**config.mk**
```make
export PLATFORM = sky130hd
export DESIGN_NAME = tetromino_lock_writer
export DESIGN_NICKNAME = d
export VERILOG_FILES = /design/src/rtl/tetromino_lock_writer.sv
export SDC_FILE = /design/constraint.sdc
export NUM_CORES = 1
export LEC_CHECK = 0
export CORE_ASPECT_RATIO = 1.25
export CORE_UTILIZATION = 50
export DETAILED_ROUTE_END_ITERATION = 16
export PLACE_DENSITY = 0.78
export SLEW_MARGIN = 20
export SYNTH_ARGS = -nofsm -noshare
export SYNTH_HDL_FRONTEND = slang
export SYNTH_SLANG_ARGS = --single-unit
```
**constraint.sdc**
```tcl
create_clock -name clk -period 3 [get_ports clk]
set_input_delay 0.9 -clock clk [delete_from_list [all_inputs] [get_ports clk]]
set_output_delay 0.9 -clock clk [all_outputs]
set_load 0.01 [all_outputs]
```
**src/rtl/tetromino_lock_writer.sv**
```systemverilog
// Locks a falling tetromino into the playfield: bounds/type check, collision scan
// over four reads, then four writes. GamePkg carries the shared tile type.
package GamePkg;
    typedef enum logic [2:0] {
        BLANK = 3'd0,
        I     = 3'd1,
        O     = 3'd2,
        T     = 3'd3,
        S     = 3'd4,
        Z     = 3'd5,
        J     = 3'd6,
        L     = 3'd7
    } tile_type_t;
endpackage

module tetromino_lock_writer
    import GamePkg::*;
#(
    parameter int NUM_ROWS = 20,
    parameter int NUM_COLS = 10
) (
    input  logic       clk,
    input  logic       rst,
    input  logic       start,
    input  logic [4:0] tile_row [4],
    input  logic [4:0] tile_col [4],
    input  tile_type_t tile_type,
    output logic       busy,
    output logic       done,
    output logic [1:0] result_code,
    output logic [4:0] rd_row,
    output logic [4:0] rd_col,
    input  tile_type_t rd_data,
    output logic       wr_en,
    output logic [4:0] wr_row,
    output logic [4:0] wr_col,
    output tile_type_t wr_data
);

    typedef enum logic [2:0] {
        IDLE  = 3'd0,
        CHECK = 3'd1,
        READ  = 3'd2,
        LAST  = 3'd3,
        WRITE = 3'd4,
        DONE  = 3'd5
    } state_t;

    localparam logic [1:0] CODE_OK   = 2'b00;
    localparam logic [1:0] CODE_OOB  = 2'b01;
    localparam logic [1:0] CODE_COLL = 2'b10;
    localparam logic [1:0] CODE_BAD  = 2'b11;

    state_t     state_q, state_d;
    logic [1:0] idx_q, idx_d;
    logic       coll_q, coll_d;
    logic [1:0] code_q, code_d;
    tile_type_t type_q, type_d;
    logic [4:0] row_q [4];
    logic [4:0] row_d [4];
    logic [4:0] col_q [4];
    logic [4:0] col_d [4];

    logic       busy_q, busy_d;
    logic       done_q, done_d;
    logic [4:0] rd_row_q, rd_row_d;
    logic [4:0] rd_col_q, rd_col_d;
    logic       wr_en_q, wr_en_d;
    logic [4:0] wr_row_q, wr_row_d;
    logic [4:0] wr_col_q, wr_col_d;
    tile_type_t wr_data_q, wr_data_d;

    // Unsigned compare, so renderer wrap-around values (31 = -1) land out of range.
    function automatic logic any_oob(input logic [4:0] r [4], input logic [4:0] c [4]);
        logic hit;
        hit = 1'b0;
        for (int k = 0; k < 4; k++) begin
            if ((32'(r[k]) >= 32'(NUM_ROWS)) || (32'(c[k]) >= 32'(NUM_COLS))) begin
                hit = 1'b1;
            end else begin
                hit = hit;
            end
        end
        return hit;
    endfunction

    // Next-state logic; outputs are registered from the next state so they line up with it.
    always_comb begin
        state_d = state_q;
        idx_d   = idx_q;
        coll_d  = coll_q;
        code_d  = code_q;
        type_d  = type_q;
        for (int k = 0; k < 4; k++) begin
            row_d[k] = row_q[k];
            col_d[k] = col_q[k];
        end

        case (state_q)
            IDLE: begin
                if (start) begin
                    for (int k = 0; k < 4; k++) begin
                        row_d[k] = tile_row[k];
                        col_d[k] = tile_col[k];
                    end
                    type_d  = tile_type;
                    idx_d   = 2'd0;
                    coll_d  = 1'b0;
                    code_d  = CODE_OK;
                    state_d = CHECK;
                end else begin
                    state_d = IDLE;
                end
            end
            CHECK: begin
                if (type_q == BLANK) begin
                    code_d  = CODE_BAD;
                    state_d = DONE;
                end else if (any_oob(row_q, col_q)) begin
                    code_d  = CODE_OOB;
                    state_d = DONE;
                end else begin
                    idx_d   = 2'd0;
                    state_d = READ;
                end
            end
            READ: begin
                // Data for the read issued last cycle arrives now (none yet at idx 0).
                if ((idx_q != 2'd0) && (rd_data != BLANK)) begin
                    coll_d = 1'b1;
                end else begin
                    coll_d = coll_q;
                end
                if (idx_q == 2'd3) begin
                    idx_d   = 2'd0;
                    state_d = LAST;
                end else begin
                    idx_d   = idx_q + 2'd1;
                    state_d = READ;
                end
            end
            LAST: begin
                if (coll_q || (rd_data != BLANK)) begin
                    coll_d  = 1'b1;
                    code_d  = CODE_COLL;
                    state_d = DONE;
                end else begin
                    idx_d   = 2'd0;
                    state_d = WRITE;
                end
            end
            WRITE: begin
                if (idx_q == 2'd3) begin
                    idx_d   = 2'd0;
                    code_d  = CODE_OK;
                    state_d = DONE;
                end else begin
                    idx_d   = idx_q + 2'd1;
                    state_d = WRITE;
                end
            end
            DONE: begin
                state_d = IDLE;
            end
            default: begin
                state_d = IDLE;
            end
        endcase

        busy_d = (state_d != IDLE);
        done_d = (state_d == DONE);

        if (state_d == READ) begin
            rd_row_d = row_q[idx_d];
            rd_col_d = col_q[idx_d];
        end else begin
            rd_row_d = 5'd0;
            rd_col_d = 5'd0;
        end

        if (state_d == WRITE) begin
            wr_en_d   = 1'b1;
            wr_row_d  = row_q[idx_d];
            wr_col_d  = col_q[idx_d];
            wr_data_d = type_q;
        end else begin
            wr_en_d   = 1'b0;
            wr_row_d  = 5'd0;
            wr_col_d  = 5'd0;
            wr_data_d = BLANK;
        end
    end

    // State, latched request and registered outputs.
    always_ff @(posedge clk) begin
        if (rst) begin
            state_q   <= IDLE;
            idx_q     <= 2'd0;
            coll_q    <= 1'b0;
            code_q    <= CODE_OK;
            type_q    <= BLANK;
            for (int k = 0; k < 4; k++) begin
                row_q[k] <= 5'd0;
                col_q[k] <= 5'd0;
            end
            busy_q    <= 1'b0;
            done_q    <= 1'b0;
            rd_row_q  <= 5'd0;
            rd_col_q  <= 5'd0;
            wr_en_q   <= 1'b0;
            wr_row_q  <= 5'd0;
            wr_col_q  <= 5'd0;
            wr_data_q <= BLANK;
        end else begin
            state_q   <= state_d;
            idx_q     <= idx_d;
            coll_q    <= coll_d;
            code_q    <= code_d;
            type_q    <= type_d;
            for (int k = 0; k < 4; k++) begin
                row_q[k] <= row_d[k];
                col_q[k] <= col_d[k];
            end
            busy_q    <= busy_d;
            done_q    <= done_d;
            rd_row_q  <= rd_row_d;
            rd_col_q  <= rd_col_d;
            wr_en_q   <= wr_en_d;
            wr_row_q  <= wr_row_d;
            wr_col_q  <= wr_col_d;
            wr_data_q <= wr_data_d;
        end
    end

    assign busy        = busy_q;
    assign done        = done_q;
    assign result_code = code_q;
    assign rd_row      = rd_row_q;
    assign rd_col      = rd_col_q;
    assign wr_en       = wr_en_q;
    assign wr_row      = wr_row_q;
    assign wr_col      = wr_col_q;
    assign wr_data     = wr_data_q;

endmodule

```
==> results.ini <==
[status]
result_of_the_run=finished clean

[place]
gp_congestion=0.9067
dpl.hpwl_mm=6.230
placedInstanceArea_sq_um=4338
placement.setup.worst_slack_ns=-0.2329
place.port_buffers=76

[worst_hold_path]
worst_hold_path.num_cells=2
timing.hold.worst.class=reg2reg

[sta]
timing.fmax_ghz=0.3476
setup_total_negative_slack_ns=0
final_setup_violation_count=0
worstMarginPinSlew_ns=0.4966
timing.final.crit_period_ns=2.877
final_number_of_max_transition_violations=0
slew_margin_rel_pct=66.64
final_hold_viol_count=0
worst_clock_skew_ns=0.01188
setup_ws_ns=0.1228
timing.final.crit_share_pct=95.91
grt_setup_unrepaired=no

[synthesis]
synth-warning-count=0
ys_seq_area_share_pct=46.14
synth-main-ff-cell=sky130_fd_sc_hd__dfxtp_1
synthArstFlopShare_pct=0
synth_area_per_cell_sq_um=8.722
post_synth_main_area_contributors=sky130_fd_sc_hd__dfxtp_1 (46%), sky130_fd_sc_hd__nand2_1 (10%), sky130_fd_sc_hd__a21oi_1 (7.0%)
synth_fp_nets=434
synthTopCellsByCount=sky130_fd_sc_hd__nand2_1 (91), sky130_fd_sc_hd__dfxtp_1 (77), sky130_fd_sc_hd__a21oi_1 (47)
number_of_enable_type_register_cells_in_the_synthesized_netlist=0
postSynthRegisterBits=77
netlist.top_cell.by_area=sky130_fd_sc_hd__dfxtp_1
syn-cell-area_sq_um=3341
cell_count_after_synthesis=383
synth_top_cell_area_share_pct=46.14
post-synth-top-count-cell=sky130_fd_sc_hd__nand2_1
synthDistinctLibCells=52

[global_routing]
total_global_route_track_usage_pct=26.62
first_global_vias=2974
antenna_found_initial=0
wire_length_of_the_first_global_routing_pass_mm=14.09
grt_start_max_net_pins=49
global_route.overflow_total=0

[worst_setup_path]
r2r_start=state_q[0]
reg2reg_slack_ns=0.26
startpoint_type=primary input
arrival_ns=3.13
crit_path_cell_trace=clkdlybuf4s50_1, or3_1, o21ai_1, nand2b_1, a21oi_1, or4b_1, buf_4, a211oi_1
critical_path.max_stage_delay_ns=0.53
crit_path_top_delay_cell=sky130_fd_sc_hd__or4b_1
timing.critical_path.fanout_max=10
r2r_cells=8
cp-end-kind=register
timing.critical_path.depth=8
crit_start=rd_data[1]
crit_path_required_time_ns=3.26
path_class=in2reg
combined_buffer_and_inverter_count_along_the_critical_path=2
critical-path-top-delay-family=simple AND/OR/NAND/NOR gates
r2r_end=rd_col[2]
worstSetupEndpoint=rd_row[1]

[floorplanning]
die_x_um=75.11
rows=32
io_pins=77
die_height_um=93.39
floorplan.die_area_sq_um=7015
initial_utilization_pct=52.81
core_region_area_sq_um=6326

[final_layout]
post_route_cells_drive_above_1_share_pct=14.92
num-nets-final=522
area_delta_synth_final_pct=36.55
diodes=0
finish.instance_area_sq_um=4562

[routing]
firstDrtPassIters=4
dr_total_vias=3074
top_routing_layer_in_use=met4
post_drt_wl_per_cell_um=14.82
detail_route.drc_violations=0
drtAntennaViolNets=0
wl_met2_mm=4.080
routed-wl-met3_um=309
first_iter_violations=258
detail_route.wirelength.met1_mm=3.688
drt-vias-per-instance=5.480
route.final.wire_length_mm=8.313

[clock_tree]
cts_buffer_count=9
tritoncts=yes
cts_root_buf=sky130_fd_sc_hd__clkbuf_8
clk_pin_slew_ns=0.08
tritoncts_num_sinks=77
cts_hold_buffers=0
cts_max_level=3
cts.repair_timing.setup_buffer_count=0
cts_max_path_buffers=2
clk_latency_ns=0.35
postCtsResizedCells=0

[flow_run]
cap_viol_max_count=0

[pwr]
irDropWorstVdd_mv=0.4659
power-per-cell-area_nw_per_um2=822.2
total_leakage_power_nw=1.660

==> final cells by class <==
| type | count | area [sq um] |
|---|---|---|
| clock buffers | 11 | 141.4 |
| clock inverters | 5 | 81.33 |
| fillers | 534 | 1764 |
| inverters | 15 | 56.30 |
| multi-input cells | 262 | 1624 |
| flip-flops and latches | 77 | 1541 |
| well taps | 85 | 106.4 |
| repair buffers | 106 | 1011 |
==> worst min-delay path by stage <==
stage | end | slack (ns) | start
after floorplan | col_q[10] | 0.44 | col_q[10]
after global placement | col_q[0] | 0.45 | col_q[0]
after detailed placement | row_q[6] | 0.45 | row_q[6]
after CTS | row_q[6] | 0.46 | row_q[6]
after global routing | row_q[11] | 0.48 | row_q[11]
final | row_q[6] | 0.46 | row_q[6]
==> cell usage in the layout, fill, tap and decap left out, types with 2 or more instances in the layout <==
master / synthesis / routed
sky130_fd_sc_hd__a211oi_2: 7 / 8
sky130_fd_sc_hd__ha_1: 2 / 2
sky130_fd_sc_hd__nand3_1: 2 / 2
sky130_fd_sc_hd__a21oi_1: 47 / 47
sky130_fd_sc_hd__or3_1: 3 / 3
sky130_fd_sc_hd__nor3_1: 3 / 3
sky130_fd_sc_hd__clkbuf_8: 0 / 10
sky130_fd_sc_hd__bufinv_16: 0 / 2
sky130_fd_sc_hd__nor3b_1: 4 / 4
sky130_fd_sc_hd__nor4_1: 2 / 2
sky130_fd_sc_hd__nor2b_1: 2 / 2
sky130_fd_sc_hd__o21ai_1: 5 / 5
sky130_fd_sc_hd__clkdlybuf4s50_1: 0 / 76
sky130_fd_sc_hd__a2111oi_2: 4 / 4
sky130_fd_sc_hd__o21ai_0: 6 / 6
sky130_fd_sc_hd__a211oi_1: 16 / 15
sky130_fd_sc_hd__nand2_1: 91 / 91
sky130_fd_sc_hd__inv_1: 15 / 15
sky130_fd_sc_hd__nand4_1: 2 / 2
sky130_fd_sc_hd__a32oi_1: 2 / 2
sky130_fd_sc_hd__mux2i_1: 11 / 11
sky130_fd_sc_hd__a221oi_2: 6 / 6
sky130_fd_sc_hd__nor2_1: 10 / 9
sky130_fd_sc_hd__a2111oi_1: 6 / 6
sky130_fd_sc_hd__buf_4: 1 / 28
sky130_fd_sc_hd__dfxtp_1: 77 / 77
sky130_fd_sc_hd__buf_12: 0 / 2
sky130_fd_sc_hd__a221oi_1: 4 / 4
sky130_fd_sc_hd__nand2b_1: 4 / 4
==> worst register-to-register path, delay by kind of cell (launching register included) <==
| kind | cells | cell delay [ns] |
|---|---|---|
| buf+inv | 2 | 0.37 |
| mux | 1 | 0.31 |
| flops | 1 | 0.63 |
| compound gates | 4 | 1.09 |
| simple gates | 1 | 0.22 |
==> report_power, final <==
| group | internal [mW] | switching [mW] |
|---|---|---|
| Clock | 0.493 | 0.369 |
| Sequential | 1.21 | 0.173 |
| Combinational | 0.667 | 0.835 |
| Total | 2.37 | 1.38 |
==> kinds of logic (layout without fill, tap and decap cells) <==
logic type | Yosys count | after routing | share of synthesized area (%)
fa+ha+maj | 2 | 2 | 0.7489
compound gates | 118 | 118 | 26.33
simple gates | 130 | 130 | 17.64
flops | 77 | 77 | 46.14
mux | 12 | 12 | 3.633
buf+inv | 44 | 137 | 5.505
==> state kept, by name, summed over array words and instances (netlist names) <==
| name | count |
|---|---|
| coll_q | 1 |
| state_q | 3 |
| wr_row | 5 |
| row_q | 20 |
| rd_row | 5 |
| idx_q | 2 |
| rd_col | 5 |
| wr_col | 5 |
| wr_en | 1 |
| wr_data | 3 |
| type_q | 3 |
| result_code | 2 |
| busy | 1 |
| col_q | 20 |
| done | 1 |
==> routing by layer <==
metal / track usage [%] / up-vias
met5: 0 / -
met4: 12.74 / 0
met3: 3.772 / 21
met2: 41.44 / 94
met1: 35.74 / 1425
li1: - / 1534
==> per-stage QoR <==
step | utilization, % | std cells | power (mW) | hold WS (ns)
6_report | 72.11 | 561 | 3.751 | 0.4619
4_1_cts | 72.09 | 561 | 3.748 | 0.4607
3_5_place_dp | 68.57 | 545 | 2.890 | 0.4495
5_1_grt | 72.11 | 561 | 3.969 | 0.4768
2_1_floorplan | - | 383 | 2.309 | 0.4357
3_3_place_gp | 68.57 | 545 | 2.848 | 0.4454
Power figures use the tool's default switching activity.
